File: src/rtl/spi_responder.sv
// SPI responder on the core clock: shifts MSB-first 8/16/32-bit frames into an RX FIFO
// and replies from a TX FIFO. Frames end on a bit count, or are aborted by an idle timeout.
module spi_responder #(
  parameter int FIFO_DEPTH   = 2,
  parameter int IDLE_TIMEOUT = 64
) (
  input  logic        clk,
  input  logic        rst,
  input  logic        IN_SPI_clk,
  input  logic        IN_SPI_mosi,
  output logic        OUT_SPI_miso,
  input  logic [1:0]  IN_frameLen,
  input  logic        IN_txValid,
  input  logic [31:0] IN_txData,
  output logic        OUT_txReady,
  output logic        OUT_rxValid,
  output logic [31:0] OUT_rxData,
  input  logic        IN_rxReady,
  output logic        OUT_rxOverflow,
  output logic        OUT_txUnderflow,
  output logic        OUT_frameErr,
  output logic        OUT_busy
);

  localparam int PW = (FIFO_DEPTH > 1) ? $clog2(FIFO_DEPTH) : 1;
  localparam int CW = $clog2(FIFO_DEPTH + 1);
  localparam int TW = $clog2(IDLE_TIMEOUT + 1);

  typedef enum logic {IDLE, SHIFT} state_t;

  state_t          state, state_next;
  logic            prev_clk;
  logic            rise;
  logic [1:0]      len_q, len_sel;
  logic [4:0]      bit_cnt, last_bit;
  logic [TW-1:0]   to_cnt;
  logic [31:0]     rx_sr, tx_sr, rx_shift, rx_word;
  logic            tx_loaded;

  logic            first_edge, complete, timeout, idle_load;
  logic            tx_push, tx_pop, rx_push, rx_pop, rx_full, tx_nonempty, ovf_evt;

  logic [31:0]     tx_mem [FIFO_DEPTH];
  logic [31:0]     rx_mem [FIFO_DEPTH];
  logic [PW-1:0]   tx_wr, tx_rd, rx_wr, rx_rd;
  logic [CW-1:0]   tx_count, rx_count;

  assign rise     = IN_SPI_clk & ~prev_clk;
  assign len_sel  = (state == IDLE) ? IN_frameLen : len_q;
  assign rx_shift = {rx_sr[30:0], IN_SPI_mosi};

  assign tx_nonempty = (tx_count != '0);
  assign rx_full     = (rx_count == CW'(FIFO_DEPTH));
  assign tx_push     = IN_txValid & OUT_txReady;
  assign rx_pop      = OUT_rxValid & IN_rxReady;
  assign tx_pop      = idle_load | (complete & tx_nonempty);
  // A full RX FIFO still accepts a word when its head leaves in the same cycle.
  assign rx_push     = complete & (~rx_full | rx_pop);
  assign ovf_evt     = complete & rx_full & ~rx_pop;

  always_comb begin
    // NOTE: every signal driven here gets a default first, so no path can infer a latch.
    last_bit = 5'd31;
    rx_word  = rx_shift;
    case (len_q)
      2'd0:    begin last_bit = 5'd7;  rx_word = {24'b0, rx_shift[7:0]};  end
      2'd1:    begin last_bit = 5'd15; rx_word = {16'b0, rx_shift[15:0]}; end
      default: begin last_bit = 5'd31; rx_word = rx_shift;                end
    endcase
  end

  always_comb begin
    OUT_SPI_miso = tx_sr[31];
    case (len_sel)
      2'd0:    OUT_SPI_miso = tx_sr[7];
      2'd1:    OUT_SPI_miso = tx_sr[15];
      default: OUT_SPI_miso = tx_sr[31];
    endcase
  end

  always_comb begin
    state_next = state;
    first_edge = 1'b0;
    complete   = 1'b0;
    timeout    = 1'b0;
    idle_load  = 1'b0;
    case (state)
      IDLE: begin
        if (rise) begin
          first_edge = 1'b1;
          state_next = SHIFT;
        end else if (!tx_loaded && tx_nonempty) begin
          idle_load = 1'b1;
        end
      end
      SHIFT: begin
        if (rise) begin
          if (bit_cnt == last_bit) begin
            complete   = 1'b1;
            state_next = IDLE;
          end
        end else if (to_cnt == TW'(IDLE_TIMEOUT - 1)) begin
          timeout    = 1'b1;
          state_next = IDLE;
        end
      end
      default: state_next = IDLE;
    endcase
  end

  // NOTE: sequential state uses non-blocking assignments so every register samples pre-edge values.
  always_ff @(posedge clk) begin
    if (rst) state <= IDLE;
    else     state <= state_next;
  end

  always_ff @(posedge clk) begin
    if (rst) begin
      prev_clk        <= 1'b0;
      len_q           <= '0;
      bit_cnt         <= '0;
      to_cnt          <= '0;
      rx_sr           <= '0;
      tx_sr           <= '0;
      tx_loaded       <= 1'b0;
      OUT_rxOverflow  <= 1'b0;
      OUT_txUnderflow <= 1'b0;
      OUT_frameErr    <= 1'b0;
    end else begin
      prev_clk        <= IN_SPI_clk;
      OUT_rxOverflow  <= ovf_evt;
      OUT_txUnderflow <= first_edge & ~tx_loaded;
      OUT_frameErr    <= timeout;
      if (rise) begin
        to_cnt <= '0;
        if (first_edge) len_q <= IN_frameLen;
        if (complete) begin
          rx_sr   <= '0;
          bit_cnt <= '0;
          if (tx_nonempty) begin
            tx_sr     <= tx_mem[tx_rd];
            tx_loaded <= 1'b1;
          end else begin
            tx_sr     <= '0;
            tx_loaded <= 1'b0;
          end
        end else begin
          rx_sr   <= rx_shift;
          tx_sr   <= {tx_sr[30:0], 1'b0};
          bit_cnt <= bit_cnt + 5'd1;
        end
      end else if (timeout) begin
        // The partially sent reply is abandoned along with the received bits.
        to_cnt    <= '0;
        bit_cnt   <= '0;
        rx_sr     <= '0;
        tx_sr     <= '0;
        tx_loaded <= 1'b0;
      end else begin
        if (state == SHIFT) to_cnt <= to_cnt + TW'(1);
        if (idle_load) begin
          tx_sr     <= tx_mem[tx_rd];
          tx_loaded <= 1'b1;
        end
      end
    end
  end

  // NOTE: FIFO storage is not reset; the reset pointers and counts make stale contents invisible.
  always_ff @(posedge clk) begin
    if (tx_push) tx_mem[tx_wr] <= IN_txData;
    if (rx_push) rx_mem[rx_wr] <= rx_word;
  end

  always_ff @(posedge clk) begin
    if (rst) begin
      tx_wr    <= '0;
      tx_rd    <= '0;
      tx_count <= '0;
      rx_wr    <= '0;
      rx_rd    <= '0;
      rx_count <= '0;
    end else begin
      if (tx_push) tx_wr <= tx_wr + PW'(1);
      if (tx_pop)  tx_rd <= tx_rd + PW'(1);
      if (tx_push && !tx_pop)      tx_count <= tx_count + CW'(1);
      else if (!tx_push && tx_pop) tx_count <= tx_count - CW'(1);
      if (rx_push) rx_wr <= rx_wr + PW'(1);
      if (rx_pop)  rx_rd <= rx_rd + PW'(1);
      if (rx_push && !rx_pop)      rx_count <= rx_count + CW'(1);
      else if (!rx_push && rx_pop) rx_count <= rx_count - CW'(1);
    end
  end

  assign OUT_txReady = ~rst & (tx_count != CW'(FIFO_DEPTH));
  assign OUT_rxValid = (rx_count != '0);
  assign OUT_rxData  = OUT_rxValid ? rx_mem[rx_rd] : 32'b0;
  assign OUT_busy    = (state == SHIFT);

endmodule

File: config.mk
export PLATFORM = sky130hd
export DESIGN_NAME = spi_responder
export DESIGN_NICKNAME = d
export VERILOG_FILES = /design/src/rtl/spi_responder.sv
export SDC_FILE = /design/constraint.sdc
export NUM_CORES = 1
export LEC_CHECK = 0
export ABC_AREA = 1
export CORE_MARGIN = 2
export CORE_UTILIZATION = 55
export DETAILED_ROUTE_END_ITERATION = 12
export DONT_BUFFER_PORTS = 1
export PLACE_DENSITY = 0.78
export SETUP_SLACK_MARGIN = 0.4
export SLEW_MARGIN = 20
export SYNTH_ARGS = -nofsm -noshare
export SYNTH_HDL_FRONTEND = slang
export SYNTH_SLANG_ARGS = --single-unit
File: constraint.sdc
create_clock -name clk -period 6.8 [get_ports clk]
set_input_delay 1.02 -clock clk [delete_from_list [all_inputs] [get_ports clk]]
set_output_delay 1.02 -clock clk [all_outputs]
set_load 0.01 [all_outputs]
Yosys cells after proc, flatten, opt, wreduce, memory -nomap -nowiden
Memories as Yosys holds them, arrays and structs flattened. A register that Yosys moved wholly into a read port is not among the register bits.
Cells that the tools add are included.

operators by class
  add/sub/neg operators = 10
  equality and inequality tests = 7
  mux-type cells = 48
  bitwise logic cells = 17
  reductions and logical operators = 21

operators by type and width
  cell                   count
  $mux W32               6
  $mux W31               3
  $pmux W32 S2           1
  $mux W1                27
  $mux W5                3
  $mux W2                5
  $pmux W5 S2            1
  $reduce_bool A2 Y1     5
  $and A1 B1 Y1          9
  $add A7 B1 Y7 const B  1
  $eq A7 B6 Y1 const B   1
  $not A1 Y1             6
  $add A5 B1 Y5 const B  1
  $eq A5 B5 Y1           1
  $logic_and A1 B1 Y1    5
  $logic_not A1 Y1       5
  $add A1 B1 Y1 const B  4
  $add A2 B1 Y2 const B  2
  $eq A2 B1 Y1 const B   2
  $logic_not A2 Y1       2
  $pmux W1 S2            2
  $reduce_and A2 Y1      2
  $sub A2 B1 Y2 const B  2
  $reduce_bool A3 Y1     1
  5 further kinds        6

storage, ports and cells
  register bits after elaboration = 91
  memory bits (writable) = 128
  input port bits = 40
  output and inout port bits = 39
  logic and storage cells = 122
  memories = 2

memory list
  name    depth  width  rd ports  clocked after memory_dff  write ports  RTL line  text
  rx_mem  2      32     1         1                         1            44        logic [31:0] rx_mem [FIFO_DEPTH];
  tx_mem  2      32     1         1                         1            43        logic [31:0] tx_mem [FIFO_DEPTH];

Longest topological paths before layout
  depth after elaboration = 11
  gate-level depth with buffers = 13
  depth with buffers taken out = 13

Worst setup path after synthesis
OpenSTA, ideal clock, no wires.

  kind = input-to-reg
  start = input IN_SPI_clk
  end = memory rx_mem[1][0], enable pin
  setup time = 423 ps
  arrival time = 3006 ps
  slack = 3371 ps
  stages on the path = 6
  cell sequence = inv_1 > nor2_8 > nand2_1 > nor2_4 > nand4_1 > nor2_1

on the way
  cells in the longest elaborated chain, start to end = 6

ends and longest elaborated chain
  item                           RTL line  text
  from (decl)                    9         input logic IN_SPI_clk,
  $and A1 B1 Y1                  48        assign rise = IN_SPI_clk & ~prev_clk;
  $mux W1                        97        if (rise) begin
  $mux W1                        87        case (state)
  $and A1 B1 Y1                  58        assign rx_push = complete & (~rx_full | rx_pop);
  $mux W1                        172       if (rx_push) rx_mem[rx_wr] <= rx_word;
  $mux W1 (implied by the code)  172
  to (decl)                      44

Every way passes these cells.

==> run_results.csv <==
group,metric,value,unit
outcome,status,"completed",
logic_synthesis,synth_seq_cells,221,
logic_synthesis,syn_nets,923,
clocking,postCtsSetupBuffers,0,
sta,hold_viol,0,
detailed_routing,drtIter0Drc,413,
logic_synthesis,synth_edf_count,128,
setup_path,path_class,"register to output port",
die,core,15830,µm²
die,initial_core_util,56.25,%
die,die_w,131.2,µm
power,p_leak,3.635,nW
placement,place_ws,3052,ps
clocking,hold_buffers,0,
detailed_routing,wire_per_inst,15.01,µm
setup_path,arrival,2310,ps
placement,dp_hpwl,9.592,mm
sta,max_freq,300.7,MHz
sta,finalCriticalPeriod,3326,ps
sta,tightest_slew,1037,ps
detailed_routing,drc,0,
logic_synthesis,yosys.area.top_type,"edfxtp_1",
detailed_routing,ant_nets,0,
logic_synthesis,seq_area_frac_synth,64.09,%
setup_path,cp_max_fo,33,
job,maxCapViolations,0,
setup_path,start_kind,"register",
layout,post-route-util,61.64,%
min_path,hold_path_class,"register to register",
logic_synthesis,synthArstFlopShare,0,%
detailed_routing,dr.pass1.iters,5,
clocking,path_clk_slew,60,ps
global_routing,grt_pass1_vias,5613,
global_routing,grt_max_degree,64,
setup_path,slowest_delay,770,ps
logic_synthesis,yosysWarnings,0,
sta,final.setup.worst_slack,3474,ps
clocking,clk_latency,510,ps
layout,area_growth,9.599,%
layout,fill_cells,1243,
clocking,cts_made_buffers,22,
logic_synthesis,synth_top_cell_area_share,43.18,%
clocking,clock_sinks,221,
clocking,clockRootBuffer,"clkbuf_16",
logic_synthesis,netlist_area,8902,µm²
power,p_per_area,321.5,nW/µm²
global_routing,antenna_found_initial,0,
global_routing,gr-total-overflow,0,
power,vdd_drop_max,0.2233,mV
die,io_pins,79,
layout,nets,904,
setup_path,cp_top_family,"buffers and inverters",
placement,gp_congestion,0.7698,
detailed_routing,drt-total-wl,16.40,mm
layout,diodes,0,
detailed_routing,vias,5914,
setup_path,crit_buf_inv,2,
sta,relSlewSlack,30.78,%
setup_path,path_cells,"buf_4, inv_1, nand2_1, a21oi_1",
logic_synthesis,syn_inst,879,
detailed_routing,drt-vias-per-instance,5.416,
clocking,cts_buffer_depth,3,
sta,timing.hold.ws,457.9,ps
clocking,htree_levels,1,
die,rows,46,
logic_synthesis,synthTopCellsByArea,"edfxtp_1 (43%), dfxtp_1 (21%), nand2_1 (8.1%)",
die,fp.dieH,131.2,µm
setup_path,end_kind,"output port",
sta,post-route-period-util,48.91,%
global_routing,grt_pass1_wl,26.73,mm
global_routing,grt_usage,18.67,%
placement,io_buffers,0,
sta,slew_violations,0,
logic_synthesis,synth-main-ff-cell,"edfxtp_1",
setup_path,cp_data_required_time,5780,ps
clocking,cts.repair.resized,0,
setup_path,critPathSlowestCell,"inv_1",
die,dieArea,17220,µm²
sta,fin_setup_tns,0,ps
layout,drive_above_1_share,10.16,%
sta,finalSetupViolations,0,
logic_synthesis,syn_area_per_cell,10.13,µm²
clocking,cts_tree,"done",
sta,rsz0062_at_grt,"no",
sta,skew,17.00,ps
logic_synthesis,ys_types,31,
synth_stat cells (2+ instances only):
library cell / number
nand2_1: 191
edfxtp_1: 128
a21oi_1: 107
dfxtp_1: 93
inv_1: 81
nand3_1: 79
o21ai_0: 55
mux2_2: 32
nor2_1: 31
clkbuf_1: 30
buf_2: 10
buf_1: 4
buf_6: 4
ha_1: 4
nor3_1: 4
buf_4: 3
inv_2: 3
o21ai_1: 3
nand3_2: 2
nand4_1: 2
o22ai_1: 2
xor2_1: 2
worst paths after layout:
check	start	end	slack [ps]	cells after the start
worst min register to register	rx_sr[14]	rx_sr[15]	460	2
worst min-delay path	rx_sr[14]	rx_sr[15]	460	2
worst max-delay path	register	OUT_rxData[7]	3470	4
worst max register to register	len_q[1]	rx_sr[12]	3590	8
metrics by stage:
stage	total power [W]	cells	area (µm²)
finish	0.003137	1092	9757
global route	0.003257	1092	9757
CTS	0.003152	1092	9754
detailed placement	0.001917	1052	9000
global placement	0.001909	1052	9000
floorplan	0.001846	879	8902
area by class of cell:
cell class | count | area (µm²) | share of cell area (%)
Sequential cell | 221 | 5705 | 58.48
Multi-Input combinational cell | 522 | 2648 | 27.14
Clock buffer | 30 | 610.6 | 6.258
Inverter | 85 | 319.1 | 3.270
Tap cell | 216 | 270.3 | 2.770
Clock inverter | 10 | 143.9 | 1.475
Timing Repair Buffer | 8 | 60.06 | 0.6155
flip-flops by register name (all words and copies together) (netlist names), 2 cells and up, named ones only:
signal and cells:
bit_cnt 5, len_q 2, rx_count 2, rx_mem 64
rx_sr 31, to_cnt 7, tx_count 2, tx_mem 64
tx_sr 32
cells by family after synthesis:
logic type               share of synthesized area, %
AO/OA/AOI/OAI                                   9.726
XOR/XNOR                                       0.2952
adder cells (fa/ha/maj)                        0.5622
buffers and inverters                           6.339
flip-flops                                      64.09
multiplexers                                    4.048
AND/OR/NAND/NOR                                 14.94
layout by cell type, fill, tap and decap left out, types with 3 or more instances in the layout:
cell	n
dfxtp_1	93
o21ai_1	3
ha_1	4
nand2_1	190
nor3_1	4
bufinv_16	3
clkbuf_1	5
nor2_1	26
nand3_1	79
inv_2	3
inv_1	81
buf_4	8
clkbuf_16	22
a21oi_1	107
clkbuf_8	3
nor2_2	6
o21ai_0	55
mux2_2	32
edfxtp_1	128
layer usage:
metal  share of wire [%]  global-route usage, %  vias up
met4                 1.7                  5.254        0
met1                  43                  24.43     2793
met3                 6.8                  4.282       18
met2                  49                  31.40      179
met5                   0                      0        -
li1                    -                      -     2924
where the power goes:
part	switching, W	total [W]	leakage, nW	internal [W]
logic	0.000233	0.000360	1.38	0.000127
clock network	0.000494	0.00124	0.362	0.000748
registers	0.0000466	0.00153	1.89	0.00149
worst min-delay path: cells and delay by family (launching register included):
kind,cells,cell delay [ps]
and+or+nand+nor,1,60
DFF,1,310
AOI/OAI and AO/OA,1,50
Power figures use the tool's default switching activity.
